## config.mk

```make
export PLATFORM = sky130hd
export DESIGN_NAME = clkset_sequencer
export DESIGN_NICKNAME = d
export VERILOG_FILES = /design/src/rtl/p1v_clk_pkg.sv /design/src/rtl/clkseq_timer.sv /design/src/rtl/clkset_sequencer.sv
export SDC_FILE = /design/constraint.sdc
export NUM_CORES = 1
export LEC_CHECK = 0
export ABC_AREA = 1
export CAP_MARGIN = 20
export CELL_PAD_IN_SITES_DETAIL_PLACEMENT = 0
export CELL_PAD_IN_SITES_GLOBAL_PLACEMENT = 1
export CORE_ASPECT_RATIO = 0.8
export CORE_UTILIZATION = 27
export CTS_CLUSTER_SIZE = 16
export DETAILED_ROUTE_END_ITERATION = 7
export PLACE_DENSITY_LB_ADDON = 0.1
export SETUP_SLACK_MARGIN = 0.2
export SLEW_MARGIN = 5
export SYNTH_ARGS = -nofsm -noshare
export SYNTH_HDL_FRONTEND = slang
export SYNTH_HIERARCHICAL = 1
export SYNTH_SLANG_ARGS = --single-unit
export TNS_END_PERCENT = 100
```

## constraint.sdc

```tcl
create_clock -name clock_160 -period 1.3 [get_ports clock_160]
set_input_delay 0.26 -clock clock_160 [delete_from_list [all_inputs] [get_ports clock_160]]
set_output_delay 0.26 -clock clock_160 [all_outputs]
set_load 0.02 [all_outputs]
```

## src/rtl/p1v_clk_pkg.sv

```systemverilog
// Shared definitions for the CLKSET sequencer: CLK register bit positions,
// sequencer states and CLKSEL encodings.
package p1v_clk_pkg;

    localparam int unsigned CLK_RESET   = 7;
    localparam int unsigned CLK_PLLENA  = 6;
    localparam int unsigned CLK_OSCENA  = 5;
    localparam int unsigned CLK_OSCM_HI = 4;
    localparam int unsigned CLK_OSCM_LO = 3;
    localparam int unsigned CLK_SEL_HI  = 2;
    localparam int unsigned CLK_SEL_LO  = 0;

    typedef enum logic [2:0] {
        IDLE   = 3'd0,
        ENABLE = 3'd1,
        SETTLE = 3'd2,
        APPLY  = 3'd3,
        RESET  = 3'd4
    } clkseq_state_t;

    typedef enum logic [2:0] {
        RCFAST  = 3'd0,
        RCSLOW  = 3'd1,
        XINPUT  = 3'd2,
        PLL1X   = 3'd3,
        PLL2X   = 3'd4,
        PLL4X   = 3'd5,
        PLL8X   = 3'd6,
        PLL16X  = 3'd7
    } clksel_t;

endpackage

```

## src/rtl/clkseq_timer.sv

```systemverilog
// Loadable down-counter with zero flag, shared by the SETTLE and RESET phases.
module clkseq_timer #(
    parameter int unsigned Width = 5
) (
    input  logic             clk_i,
    input  logic             rst_ni,
    input  logic             load_i,
    input  logic [Width-1:0] load_val_i,
    input  logic             dec_i,
    output logic             zero_o
);

    logic [Width-1:0] cnt_q;

    always_ff @(posedge clk_i or negedge rst_ni) begin
        if (!rst_ni) begin
            cnt_q <= '0;
        end else if (load_i) begin
            cnt_q <= load_val_i;
        end else if (dec_i && (cnt_q != '0)) begin
            cnt_q <= cnt_q - 1'b1;
        end
    end

    assign zero_o = (cnt_q == '0);

endmodule

```

## src/rtl/clkset_sequencer.sv

```systemverilog
// CLKSET sequencer: owns the clock generator config and orders enable/settle/switch.
// Define CLKSEQ_SETTLE_EN to wait SETTLE_CYCLES after a source enable rises.
module clkset_sequencer
    import p1v_clk_pkg::*;
#(
    parameter int unsigned SETTLE_CYCLES = 1600000,
    parameter int unsigned RESET_CYCLES  = 16,
    parameter logic [6:0]  CFG_RESET     = 7'h00
) (
    input  logic       clock_160,
    input  logic       resn,
    input  logic       req_valid,
    input  logic [7:0] req_data,
    output logic       req_ready,
    output logic [6:0] cfg,
    output logic       sw_res,
    output logic       busy
);

`ifdef CLKSEQ_SETTLE_EN
    localparam int unsigned CntMax = (SETTLE_CYCLES > RESET_CYCLES) ? SETTLE_CYCLES : RESET_CYCLES;
`else
    localparam int unsigned CntMax = RESET_CYCLES;
`endif
    localparam int unsigned CntW = $clog2(CntMax + 1);
    localparam logic [CntW-1:0] ResetLoad = CntW'(RESET_CYCLES - 1);

    clkseq_state_t   state_q;
    logic [7:0]      nxt_q;
    logic [6:0]      cfg_q;
    logic            pend_q;
    logic            sw_res_q;
    logic            busy_q;
    logic            ready_q;
    logic [1:0]      rise;
    logic            tmr_load;
    logic [CntW-1:0] tmr_val;
    logic            tmr_dec;
    logic            tmr_zero;

`ifdef CLKSEQ_SETTLE_EN
    localparam logic [CntW-1:0] SettleLoad = CntW'(SETTLE_CYCLES - 1);

    assign rise = nxt_q[CLK_PLLENA:CLK_OSCENA] & ~cfg_q[CLK_PLLENA:CLK_OSCENA];

    always_comb begin
        tmr_load = 1'b0;
        tmr_val  = ResetLoad;
        if (state_q == ENABLE) begin
            tmr_load = 1'b1;
            tmr_val  = SettleLoad;
        end else if ((state_q == APPLY) && nxt_q[CLK_RESET]) begin
            tmr_load = 1'b1;
        end
    end
`else
    assign rise = 2'b00;

    always_comb begin
        tmr_load = (state_q == APPLY) && nxt_q[CLK_RESET];
        tmr_val  = ResetLoad;
    end
`endif

    assign tmr_dec = (state_q == SETTLE) || (state_q == RESET);

    clkseq_timer #(
        .Width (CntW)
    ) u_timer (
        .clk_i      (clock_160),
        .rst_ni     (resn),
        .load_i     (tmr_load),
        .load_val_i (tmr_val),
        .dec_i      (tmr_dec),
        .zero_o     (tmr_zero)
    );

    // The accepted request is registered first; rise is judged from nxt_q a cycle later.
    always_ff @(posedge clock_160 or negedge resn) begin
        if (!resn) begin
            state_q  <= IDLE;
            nxt_q    <= 8'h00;
            cfg_q    <= CFG_RESET;
            pend_q   <= 1'b0;
            sw_res_q <= 1'b0;
            busy_q   <= 1'b0;
            ready_q  <= 1'b1;
        end else begin
            case (state_q)
                IDLE: begin
                    if (pend_q) begin
                        pend_q  <= 1'b0;
                        state_q <= (rise != 2'b00) ? ENABLE : APPLY;
                    end else if (req_valid && ready_q) begin
                        nxt_q   <= req_data;
                        pend_q  <= 1'b1;
                        busy_q  <= 1'b1;
                        ready_q <= 1'b0;
                    end
                end
                ENABLE: begin
                    cfg_q   <= {nxt_q[CLK_PLLENA:CLK_OSCM_LO], cfg_q[CLK_SEL_HI:CLK_SEL_LO]};
                    state_q <= SETTLE;
                end
                SETTLE: begin
                    if (tmr_zero) begin
                        state_q <= APPLY;
                    end
                end
                APPLY: begin
                    cfg_q <= nxt_q[6:0];
                    if (nxt_q[CLK_RESET]) begin
                        state_q  <= RESET;
                        sw_res_q <= 1'b1;
                    end else begin
                        state_q <= IDLE;
                        busy_q  <= 1'b0;
                        ready_q <= 1'b1;
                    end
                end
                RESET: begin
                    if (tmr_zero) begin
                        state_q  <= IDLE;
                        sw_res_q <= 1'b0;
                        busy_q   <= 1'b0;
                        ready_q  <= 1'b1;
                    end
                end
                default: begin
                    state_q  <= IDLE;
                    sw_res_q <= 1'b0;
                    busy_q   <= 1'b0;
                    ready_q  <= 1'b1;
                end
            endcase
        end
    end

    assign req_ready = ready_q;
    assign cfg       = cfg_q;
    assign sw_res    = sw_res_q;
    assign busy      = busy_q;

endmodule
```

# Word-level counts from Yosys, hierarchy flattened
# Index checks and enable logic that the tools add are counted.
[totals]
reg_bits = 27
elab_cells = 63
[op_classes]
add_sub_neg = 1
eq_ne = 11
mux = 22
bitwise = 4
reduce_logical = 16
[ops]
columns = ["cell", "count"]
rows = [
  ["$pmux W3 S5", 1],
  ["$ne A2 B2 Y1 const B", 7],
  ["$pmux W7 S2", 1],
  ["$mux W3", 4],
  ["$mux W1", 11],
  ["$mux W5", 2],
  ["$reduce_and A3 Y1", 3],
  ["$pmux W1 S4", 2],
  ["$eq A3 B2 Y1 const B", 2],
  ["$logic_not A5 Y1", 1],
  ["$reduce_and A5 Y1", 1],
  ["$reduce_bool A5 Y1", 1],
  ["$sub A5 B1 Y5 const B", 1],
  ["$not A1 Y1", 4],
  ["$reduce_bool A2 Y1", 2],
  ["$eq A3 B1 Y1 const B", 1],
  ["$eq A3 B3 Y1 const B", 1],
  ["$logic_and A1 B1 Y1", 3],
  ["$logic_not A3 Y1", 1],
  ["$pmux W1 S3", 1],
  ["$reduce_or A3 Y1", 1],
  ["$reduce_and A2 Y1", 1],
  ["$reduce_or A2 Y1", 1],
  ["$logic_or A1 B1 Y1", 1],
]

# Longest topological paths before layout
[logic_depth]
ltp_word = 5
ltp_mapped = 11
ltp_nobuf = 11

# Hierarchy
# Netlist, hierarchy kept.
[by_module_without_submodules]
columns = ["module", "instances", "cells_each", "area_each_um2"]
rows = [
  ["clkset_sequencer", 1, 111, 994.7],
  ["clkseq_timer", 1, 46, 335.3],
]

# Worst setup path after synthesis
# Ideal clock, no wire load.
[synth_path]
path_type = "register to register"
startpoint = "register u_timer.cnt_q[0]"
endpoint = "register busy_q, in the netlist busy"
setup_ps = 117
arrival_time_ps = 1289
setup_slack_ps = -107
stages_incl_launch_ff = 12
path_buffers = 0
synth_period_minus_slack_ps = 1407
path_cell_list = "dfrtp_1 -> inv_1 -> ha_1 -> nand3b_2 -> inv_1 -> inv_1 -> nand3_1 -> nand2_1 -> inv_1 -> nand2_2 -> nand2_1 -> nand2_1"
[synth_between]
elab_chain_len = 3
[synth_lines]
columns = ["item", "line", "text"]
rows = [
  ["start: declaration", "clkseq_timer.sv:13", "logic [Width-1:0] cnt_q;"],
  ["start signal: assignment", "clkseq_timer.sv:19", "cnt_q <= load_val_i;"],
  ["start signal: assignment", "clkseq_timer.sv:21", "cnt_q <= cnt_q - 1'b1;"],
  ["$logic_not A5 Y1", "clkseq_timer.sv:25", "assign zero_o = (cnt_q == '0);"],
  ["net tmr_zero", "clkset_sequencer.sv:39", "logic tmr_zero;"],
  ["$ne A2 B2 Y1 (no line)", "-", ""],
  ["$reduce_and A5 Y1 (no line)", "-", ""],
  ["end signal: assignment", "clkset_sequencer.sv:86", "busy_q <= 1'b0;"],
  ["end signal: assignment", "clkset_sequencer.sv:97", "busy_q <= 1'b1;"],
  ["end signal: assignment", "clkset_sequencer.sv:117", "busy_q <= 1'b0;"],
  ["end: declaration", "clkset_sequencer.sv:33", "logic busy_q;"],
]
# The timed path passes the listed nets, and every way through them passes these cells.
# A chain may end at the register's enable or synchronous reset.

# Worst setup path after layout
[layout_path]
startpoint = "register state_q[0]"
endpoint = "register busy_q, in the netlist busy"
[layout_between]
elab_chain_len = 4
elab_cells_between_ends = 13
[layout_lines]
columns = ["item", "line", "text"]
rows = [
  ["start: declaration", "clkset_sequencer.sv:28", "clkseq_state_t state_q;"],
  ["start signal: assignment", "clkset_sequencer.sv:93", "state_q <= (rise != 2'b00) ? ENABLE : APPLY;"],
  ["$eq A3 B2 Y1 or $eq A3 B1 Y1 (tied branches)", "clkset_sequencer.sv:89", "case (state_q)"],
  ["$reduce_or A2 Y1 (no line)", "-", ""],
  ["$not A1 Y1 (no line)", "-", ""],
  ["$reduce_and A5 Y1 (no line)", "-", ""],
]
# Several ways; a longest one is shown, not always the timed one.

==> results by group <==
Status
  – Status: finished, final reports clean

Final layout
  – Filler cell count: between 400 and 500
  – Non-filler cells, final: 274
  – Multi-input gate area: between 700 and 800 sq um
  – N_diodes: 0
  – Register area: 679 sq um
  – Area Overhead vs Synth: 58.3%
  – Fraction of layout cells with a size suffix above 1: 49.1%
  – Nets@finish: roughly 230

Clock network
  – Clk_lat worst skew: 0.27 ns
  – Max clock buf depth: 2
  – Clk sinks: 27
  – CTS root buf: clkbuf_8
  – Clock-pin slew on the worst setup and hold paths: roughly 0.10 ns
  – CTS tree: built
  – CTS H-tree lvls: 1
  – Num CTS Buffers: 3

STA
  – Crit path time final: around 1.3 ns
  – Highest clock rate: 0.773 GHz
  – Worst Hold Slack: about 0.34 ns
  – Final period util: about 100%
  – Fin Clk Skew: between 0.002 and 0.0025 ns
  – Final Slew Violations: 0
  – Unrepaired setup endpoints after global routing: yes
  – # setup viols final: 0
  – Final hold vios: 0

Power
  – Peak VDD IR: between 0.8 and 0.9 mV
  – Power after layout: ~5.6 mW
  – LEAKAGE: about 1.0 nW
  – Pwr/cell area: between 2000 and 3000 nW/um^2

Logic synthesis
  – Mapped Avg Cell Area: 8.47 sq um
  – Syn Inst Count: between 150 and 200
  – Synthesized flop and latch total: 27
  – Register area share after synthesis: 50.9%
  – Ys Warns: 6
  – Post-Syn Area: 1330 sq um
  – Netlist cell types: 23

Die
  – Initial core utilization: between 20 and 30%
  – Total die area: 5210 sq um
  – Core ar.: around 4700 sq um
  – FP Rows: 22
  – DIE HEIGHT: approximately 65 um
  – I/O pin cnt: 21
  – Die Wd: between 80 and 90 um

Setup path
  – Critical R2R Capture: busy$_DFFE_PN0P_
  – CP endpoint kind: flop
  – CP max FO: 7
  – Critical Path Start Type: flop
  – Critical path class: flop to flop
  – Origin of the critical flop-to-flop path: state_q[0]$_DFFE_PN0P_
  – Setup slack, reg-to-reg: roughly 0.0063 ns
  – Worst path arrival time: 1.51 ns
  – Reg2Reg Depth: 6
  – Worst Path Required: 1.52 ns

Route
  – DRT iter0 DRCs: 40
  – Drt pass-1 iters: 4
  – Post-route ant nets: 0
  – Vias per cell: between 4 and 5
  – DRC: 0
  – Vias: ~1,100
  – Routed wire length: 3120 um
  – Wire length per cell: 11.4 um

GRT
  – Grt ovf: 0
  – Vias in the first global route: 1,166
  – Pin count of the biggest net entering global routing: 28
  – Initial antenna violation count: 0
  – GRT Util Overall: between 10% and 20%
  – First-pass GRT wire length: about 5400 um

Flow run
  – Max Cap Viol: 0

Hold path
  – HP Class: primary input to async pin

Placement
  – GPL Wtd Cong: roughly 0.74
  – DP HPWL: 2130 um
  – Placed cells: 259
  – Buffers added on ports: 20
## layout by cell type, fill, tap and decap left out, drive strengths merged
cell type	Yosys	final
nand2	56	57
buf	1	40
dfrtp	26	26
inv	21	21
nand3	17	17
nor2	15	15
clkdlybuf4s50	0	10
o21ai	9	9
conb	2	5
a21oi	4	4
clkbuf	0	3
mux2	2	2
o21bai	1	1
clkinvlp	0	1
dfstp	1	1
nand3b	1	1
ha	1	1
## power by group
part,total (mW),switching (mW),internal [mW]
combinational,3.51,1.85,1.65
sequential,1.57,0.313,1.25
clock,0.488,0.271,0.217
total,5.56,2.44,3.12
## through the flow
step | TNS (ns) | area [sq um] | setup slack, ns | util (%)
global placement | -0.0990 | 1810 | -0.0576 | 38.9
detailed placement | -0.147 | 1810 | -0.0568 | 38.9
CTS | 0 | 2000 | 0.0308 | 43.0
finish | 0 | 2110 | 0.00634 | 45.3
floorplan | 0 | 1390 | 0.0526 | -
global route | -0.386 | 2110 | -0.0448 | 45.3
## registers in the layout, summed over array words and instances, names as in the netlist
signal / cells
nxt_q: 8
cfg: 7
u_timer/cnt_q: 5
state_q: 3
busy: 1
pend_q: 1
req_ready: 1
sw_res: 1
## routing by layer
layer	routed length [um]	GRT usage [%]
met1	1630	19.8
met2	1380	21.2
met4	24	4.02
met3	80	2.11
met5	0	0
## synthesized netlist by cell type
cell	instances	share of area, %
nand2_2	1	0.47
nand2_1	52	15
ha_1	1	0.94
nor2_4	2	1.7
buf_6	1	0.85
nand2_4	3	2.5
nand3_1	16	6.0
o21ai_0	7	2.6
nor2_1	10	2.8
mux2_2	2	1.7
nand3b_2	1	0.85
dfstp_2	1	2.0
inv_1	19	5.4
a21oi_2	3	2.0
dfrtp_1	26	49
nand3_2	1	0.75
nor2_8	1	1.5
o21bai_1	1	0.56
conb_1	2	0.56
inv_2	2	0.56
nor2_2	2	0.94
o21ai_2	2	1.3
a21oi_1	1	0.38
## worst max-delay path by stage
stage	from	endpoint	slack, ns	cells after the start
2_1_floorplan	state_q[2]$_DFFE_PN0P_	u_timer/cnt_q[2]$_DFFE_PN0P_	0.05	8
6_report	state_q[0]$_DFFE_PN0P_	busy$_DFFE_PN0P_	0.006	6
3_3_place_gp	req_ready$_DFFE_PN1P_	req_ready	-0.06	1
5_1_grt	state_q[0]$_DFFE_PN0P_	nxt_q[0]$_DFFE_PN0P_	-0.04	6
3_5_place_dp	req_ready$_DFFE_PN1P_	req_ready	-0.06	1
4_1_cts	u_timer/cnt_q[0]$_DFFE_PN0P_	busy$_DFFE_PN0P_	0.03	11
## worst max-delay path: stages, from the launching register on
cell and delay [ns]:
dfrtp_2 0.50, nor2_4 0.19, inv_4 0.06, nor2_8 0.18
nand2_8 0.11, buf_4 0.14, nand2_1 0.05
## repair_timing
action | 4_1_cts | 5_1_grt
endpoints found under the setup margin | 34 | 37
gates resized for setup | 74 | 29
buffers inserted | 6 | 4
pin swaps | 12 | 5
cloned | 1 | 0
hold buffers | 0 | 0
## kinds of logic after synthesis
kind of cell	count (synthesis)	synth area share [%]
mux	2	1.69
other cells	2	0.565
buf+inv	22	6.77
compound gates	14	6.87
flops	27	50.9
fa+ha+maj	1	0.941
simple gates	89	32.3
## final cells by class
cell class | count | share of cell area (%)
multi-input cells | 112 | 35.7
well taps | 60 | 3.57
repair buffers | 50 | 22.1
clock inverters | 1 | 0.357
flip-flops and latches | 27 | 32.3
inverters | 21 | 4.10
clock buffers | 3 | 1.96
Power figures use the tool's default switching activity.
